`src/rtl/data_sync_bus.sv`:
```
// Multi-bit CDC synchronizer: only the enable crosses through a flop chain, the payload is
// captured once on the synchronized event. Optional toggle qualifier via DATA_SYNC_TOGGLE_EN.
module data_sync_bus #(
    parameter int unsigned              BUS_WIDTH   = 8,
    parameter int unsigned              NUM_STAGES  = 2,
    parameter logic [BUS_WIDTH-1:0]     RST_BUS_VAL = '0
) (
    input  logic                 clk,
    input  logic                 rst,
    input  logic [BUS_WIDTH-1:0] unsync_bus,
    input  logic                 bus_enable,
    output logic [BUS_WIDTH-1:0] sync_bus,
    output logic                 enable_pulse,
    output logic                 sync_enable
);

    if (NUM_STAGES < 2) begin : gen_bad_stages
        $error("data_sync_bus: NUM_STAGES must be >= 2");
    end
    if (BUS_WIDTH < 1) begin : gen_bad_width
        $error("data_sync_bus: BUS_WIDTH must be >= 1");
    end

    logic [NUM_STAGES-1:0] stage_q, stage_d;
    logic                  hist_q;
    logic                  pulse_q, pulse_d;
    logic [BUS_WIDTH-1:0]  bus_q, bus_d;
    logic                  evt;

    always_comb begin
        stage_d = {stage_q[NUM_STAGES-2:0], bus_enable};
`ifdef DATA_SYNC_TOGGLE_EN
        // Every transition of the synchronized qualifier marks a new payload.
        evt = stage_q[NUM_STAGES-1] ^ hist_q;
`else
        evt = stage_q[NUM_STAGES-1] & ~hist_q;
`endif
        pulse_d = evt;
        bus_d   = evt ? unsync_bus : bus_q;
    end

    always_ff @(posedge clk or negedge rst) begin
        if (!rst) begin
            stage_q <= '0;
            hist_q  <= 1'b0;
            pulse_q <= 1'b0;
            bus_q   <= RST_BUS_VAL;
        end else begin
            stage_q <= stage_d;
            hist_q  <= stage_q[NUM_STAGES-1];
            pulse_q <= pulse_d;
            bus_q   <= bus_d;
        end
    end

    assign sync_bus     = bus_q;
    assign enable_pulse = pulse_q;
    assign sync_enable  = stage_q[NUM_STAGES-1];

endmodule

```
`config.mk`:
```
export PLATFORM = sky130hd
export DESIGN_NAME = data_sync_bus
export DESIGN_NICKNAME = d
export VERILOG_FILES = /design/src/rtl/data_sync_bus.sv
export SDC_FILE = /design/constraint.sdc
export NUM_CORES = 1
export LEC_CHECK = 0
export BUFFER_PORTS_ARGS = -buffer_cell sky130_fd_sc_hd__buf_2
export CORE_ASPECT_RATIO = 1.25
export CORE_MARGIN = 2
export CORE_UTILIZATION = 25
export CTS_BUF_LIST = sky130_fd_sc_hd__clkbuf_4 sky130_fd_sc_hd__clkbuf_8 sky130_fd_sc_hd__clkbuf_16
export CTS_CLUSTER_SIZE = 40
export DETAILED_ROUTE_END_ITERATION = 10
export PLACE_DENSITY = 0.49
export SETUP_SLACK_MARGIN = 0.05
export SKIP_LAST_GASP = 1
export SLEW_MARGIN = 20
export SYNTH_ARGS = -nofsm -noshare
export SYNTH_HDL_FRONTEND = slang
export SYNTH_SLANG_ARGS = --single-unit
```
`constraint.sdc`:
```
create_clock -name clk -period 1.61 [get_ports clk]
set_input_delay 0.0805 -clock clk [delete_from_list [all_inputs] [get_ports clk]]
set_output_delay 0.0805 -clock clk [all_outputs]
set_load 0.005 [all_outputs]
```
### After elaboration in Yosys (flattened, before gate mapping)

Cells that the tools add are included.

| cells by class | value |
|---|---|
| bitwise gates (word level) | 2 |

Operators by type and width:

| operator | number |
|---|---|
| $and A1 B1 Y1 | 1 |
| $not A1 Y1 | 1 |

| word-level totals | value |
|---|---|
| bits of input ports | 11 |
| output and inout port bits | 10 |
| logic and storage cells | 6 |
| register bits after elaboration | 12 |

### Logic depth before layout (Yosys ltp)

| depth | value |
|---|---|
| word-level depth | 2 |
| mapped depth | 3 |
| depth with buffers taken out | 2 |

### Least setup slack after synthesis

No wires, ideal clock.

| timing path | value |
|---|---|
| path type | register -> register |
| from | register stage_q[1] |
| to | register bus_q[0] (netlist: sync_bus[0]) |
| path slack | 0.551 ns |
| arrival | 0.934 ns |
| data required time | 1.485 ns |
| setup time | 0.125 ns |
| stages on the path, launching flop included | 4 |
| period minus slack after synthesis | 1.059 ns |
| buffers on the path | 1 |
| cell sequence | dfrtp_1 -> nor2b_4 -> buf_12 -> mux2_4 |

| on the way | value |
|---|---|
| cells in the longest elaborated chain, start to end | 1 |

RTL lines:

| element | line | source |
|---|---|---|
| from (decl) | 24 | `logic [NUM_STAGES-1:0] stage_q, stage_d;` |
| from (signal assigned) | 49 | `stage_q <= stage_d;` |
| $and A1 B1 Y1 | 36 | `evt = stage_q[NUM_STAGES-1] & ~hist_q;` |
| named net evt | 28 | `logic evt;` |
| to (signal assigned) | 52 | `bus_q <= bus_d;` |
| to (decl) | 27 | `logic [BUS_WIDTH-1:0] bus_q, bus_d;` |

The timed path passes the listed nets, and every way through them passes these cells.
A chain may end at the register's enable or synchronous reset.

### Worst setup path after layout

| timing path | value |
|---|---|
| from | register stage_q[1] |
| to | register bus_q[2] (netlist: sync_bus[2]) |

| on the way | value |
|---|---|
| cells in the longest elaborated chain, start to end | 1 |

RTL lines:

| element | line |
|---|---|
| $and A1 B1 Y1 | 36 |

No other way between the ends.

==> out/qor.txt <==
STATUS
------------------------------------------------------------------------------------------
Outcome                                                                          completed

STA
------------------------------------------------------------------------------------------
Final setup violating endpoints                                                          0
Actual slew at the worst max-slew pin                                               359 ps
Time the final worst path needs with I/O delays and setup                          1180 ps
Final count of pins violating max slew                                                   0
Max Clk Rate                                                                       848 MHz
Setup TNS after final layout                                                          0 ps
Final hold slack                                                                   40.6 ps
Setup repair after global routing missed its margin                                     no
Clock skew                                                                         2.80 ps
Final setup margin                                                                  431 ps
Relative max-transition margin                                                       76.0%
Final clock period utilization by the worst path                                     73.3%
Hold violation total from the final report                                               0

FLOORPLANNING
------------------------------------------------------------------------------------------
Rows                                                                                    17
Top Ports                                                                               21
Initial Utilization                                                                  26.0%
Die X-Extent                                                                       42.1 um
Standard cell core area                                                          1740 um^2
Vertical die dimension                                                             51.7 um
Floorplan die area                                                               2180 um^2

LAYOUT
------------------------------------------------------------------------------------------
Layout overhead on the synthesized area                                              35.3%
Area of all placed cells without fillers                                          614 um^2
Fraction of layout instances using a drive strength above 1                          70.2%
Post-layout nets                                                                        59
Diodes inserted                                                                          0

LOGIC SYNTHESIS
------------------------------------------------------------------------------------------
Share of async-settable or async-resettable flops after synthesis                     100%
Top post-synthesis cells by area                                              dfrtp_1, mux2_4, buf_12, nor2b_4
Multiplexer fraction of the synthesized cell area                                    26.4%
Simple-gate portion of the synthesized area                                          3.03%
Sequential-to-total area share from yosys stat                                       66.1%
Number of enable flip-flop cells after synthesis                                         0
Compound-Gate Fraction of Synth Area                                                    0%
Most numerous cell types in the synthesized netlist                           dfrtp_1, mux2_4, buf_12, nor2b_4
Dominant register cell in the synthesized netlist                                  dfrtp_1
Number of instances in the synthesized netlist                                          22
Cell accounting for the most synthesized area                                      dfrtp_1
Yosys warnings                                                                           0
XOR/XNOR Fraction of Synth Area                                                         0%
Share of synthesized cell area in full adder, half adder and majority cells             0%
Cell with the most instances after synthesis                                       dfrtp_1
Main combinational cell family by area after synthesis                        multiplexers
Top-area cell type share of the netlist area                                         66.1%
Netlist cell types                                                                       4
Number of register bits inferred by synthesis                                           12
Post-Syn Area per Cell                                                           20.6 um^2
Post-Synthesis Cell Area                                                          454 um^2
Syn Nets                                                                                33

MIN PATH
------------------------------------------------------------------------------------------
Hold crit path type                                                           input pin to flop
Number of stages on the worst hold path                                                  2

ROUTE
------------------------------------------------------------------------------------------
Post-detailed-route via-to-cell ratio                                                 4.03
DRC marker count from the first detailed-route iteration                                 2
ANT nets after route                                                                     0
Number of vias after detailed routing                                                  266
First-pass iteration count of the detailed router                                        3
DRC Markers                                                                              0
Total detailed-routing wirelength                                                   726 um
Routed len/inst                                                                    11.0 um

CLOCK NETWORK
------------------------------------------------------------------------------------------
Number of buffers added for setup after CTS                                              0
H-Tree Level Count                                                                       1
TritonCTS clock tree                                                                  done
Root cell of the clock tree                                                       clkbuf_4
Number of buffers created by CTS                                                         3
Bufs on Longest Clock Path                                                               2
Later-pin clock latency in the skew report                                          260 ps
Worst-path clk slew                                                                  70 ps
Clock net sink count                                                                    12

WORST SETUP PATH
------------------------------------------------------------------------------------------
Gate family responsible for the most delay along the worst path                 flip-flops
Worst Path Required                                                                1760 ps
Slowest cell on the critical path                                                  dfrtp_1
Highest cell delay on the worst timing path                                         370 ps
Reg2reg path depth                                                                       2
Crit path buffers/inverters                                                              0
Reg-to-Reg End                                                                 sync_bus[2]
Critical path type                                                            flop to flop
Startpoint of the worst register-to-register path                               stage_q[1]
Number of logic stages on the critical path including buffering                          2
Critical path, cell by cell                                                   nor2b_4, mux2_4
Critical path endpoint category                                                       flop
R2R Setup Slk                                                                       430 ps
Startpoint type of the worst setup path                                               flop
Endpoint arrival time on the critical path                                         1330 ps
Launch point of the critical path                                               stage_q[1]
Capture point of the critical path                                             sync_bus[2]
Critical path peak fanout                                                                9

GRT
------------------------------------------------------------------------------------------
Pin count of the biggest net entering global routing                                    13
Antenna violations before repair                                                         0
Number of global-route vias before repair                                              253
Wire length of the first global-routing pass                                       1.15 mm
All-Layer GR Usage                                                                   7.81%
Congestion Overflow GR                                                                   0

PWR
------------------------------------------------------------------------------------------
Pwr per Cell Area                                                             1130 nW/um^2
Maximum ir drop on the vdd rail                                                 0.000412 V
Standby leakage power                                                             0.318 nW

RUN
------------------------------------------------------------------------------------------
Count of max-cap constraint violations                                                   0

PLACE
------------------------------------------------------------------------------------------
Worst slack at placement                                                            429 ps
Port Buf Inserts                                                                        20
Total cell area at the placement stage                                            558 um^2
Final HPWL from detailed placement                                                  512 um
Gpl congestion                                                                       0.664

-- report_power, final --
group	total [W]	internal (W)	switching (W)
Clock	0.000231	0.000137	0.0000937
Sequential	0.000353	0.000336	0.0000175
Combinational	0.000111	0.0000755	0.0000354
-- cell families after synthesis --
| kind of cell | Yosys count |
|---|---|
| flops | 12 |
| buf+inv | 1 |
| simple gates | 1 |
| mux | 8 |
-- routing by layer --
layer / track usage, % / wire, um / vias to the layer above
met2: 10.2 / 323 / 16
met3: 4.51 / 80 / 2
met5: 0 / 0 / -
met4: 4.69 / 7 / 0
li1: - / - / 122
met1: 9.83 / 315 / 126
-- layout make-up --
class                   count  area (um^2)
clock buffers               4         36.3
fillers                   174         1130
multi-input cells           9          134
flip-flops and latches     12          300
well taps                  19         23.8
repair buffers             22          120
-- through the flow --
stage	total power, W	utilization [%]	cells
after CTS	0.000709	35.2	66
after floorplan	0.000420	-	22
final	0.000695	35.2	66
after global routing	0.000732	35.2	66
after global placement	0.000468	32.0	60
after detailed placement	0.000468	32.0	60
-- state kept, by name, indices dropped and copies added, names as in the netlist --
name	flops
enable_pulse	1
sync_bus	8
stage_q	2
hist_q	1
-- worst reg2reg max path: cells and delay by family (launching register included) --
family	cells	cell delay (ps)
and+or+nand+nor	1	370
muxes	1	340
DFF	1	370
-- worst min path at each step --
| stage | slack (ps) | startpoint | to |
|---|---|---|---|
| final | 40 | unsync_bus[4] | sync_bus[4] |
| after floorplan | -220 | rst | enable_pulse |
| after detailed placement | -30 | rst | sync_bus[0] |
| after global routing | 30 | unsync_bus[7] | sync_bus[7] |
| after CTS | 30 | unsync_bus[4] | sync_bus[4] |
| after global placement | -30 | rst | sync_bus[0] |
-- layout by cell type, fill, tap and decap left out --
master         instances
buf_2                 20
dfrtp_1               12
mux2_4                 8
clkbuf_4               3
dlygate4sd3_1          2
nor2b_4                1
clkbuf_8               1
-- repair_timing --
item                                    in CTS  in global routing
endpoints found under the hold margin       13                  0
endpoints found under the setup margin       0                  0
hold buffers                                 2                  0
gates resized for setup                      0                  0
Note: power is estimated with default switching activity, not from simulation.
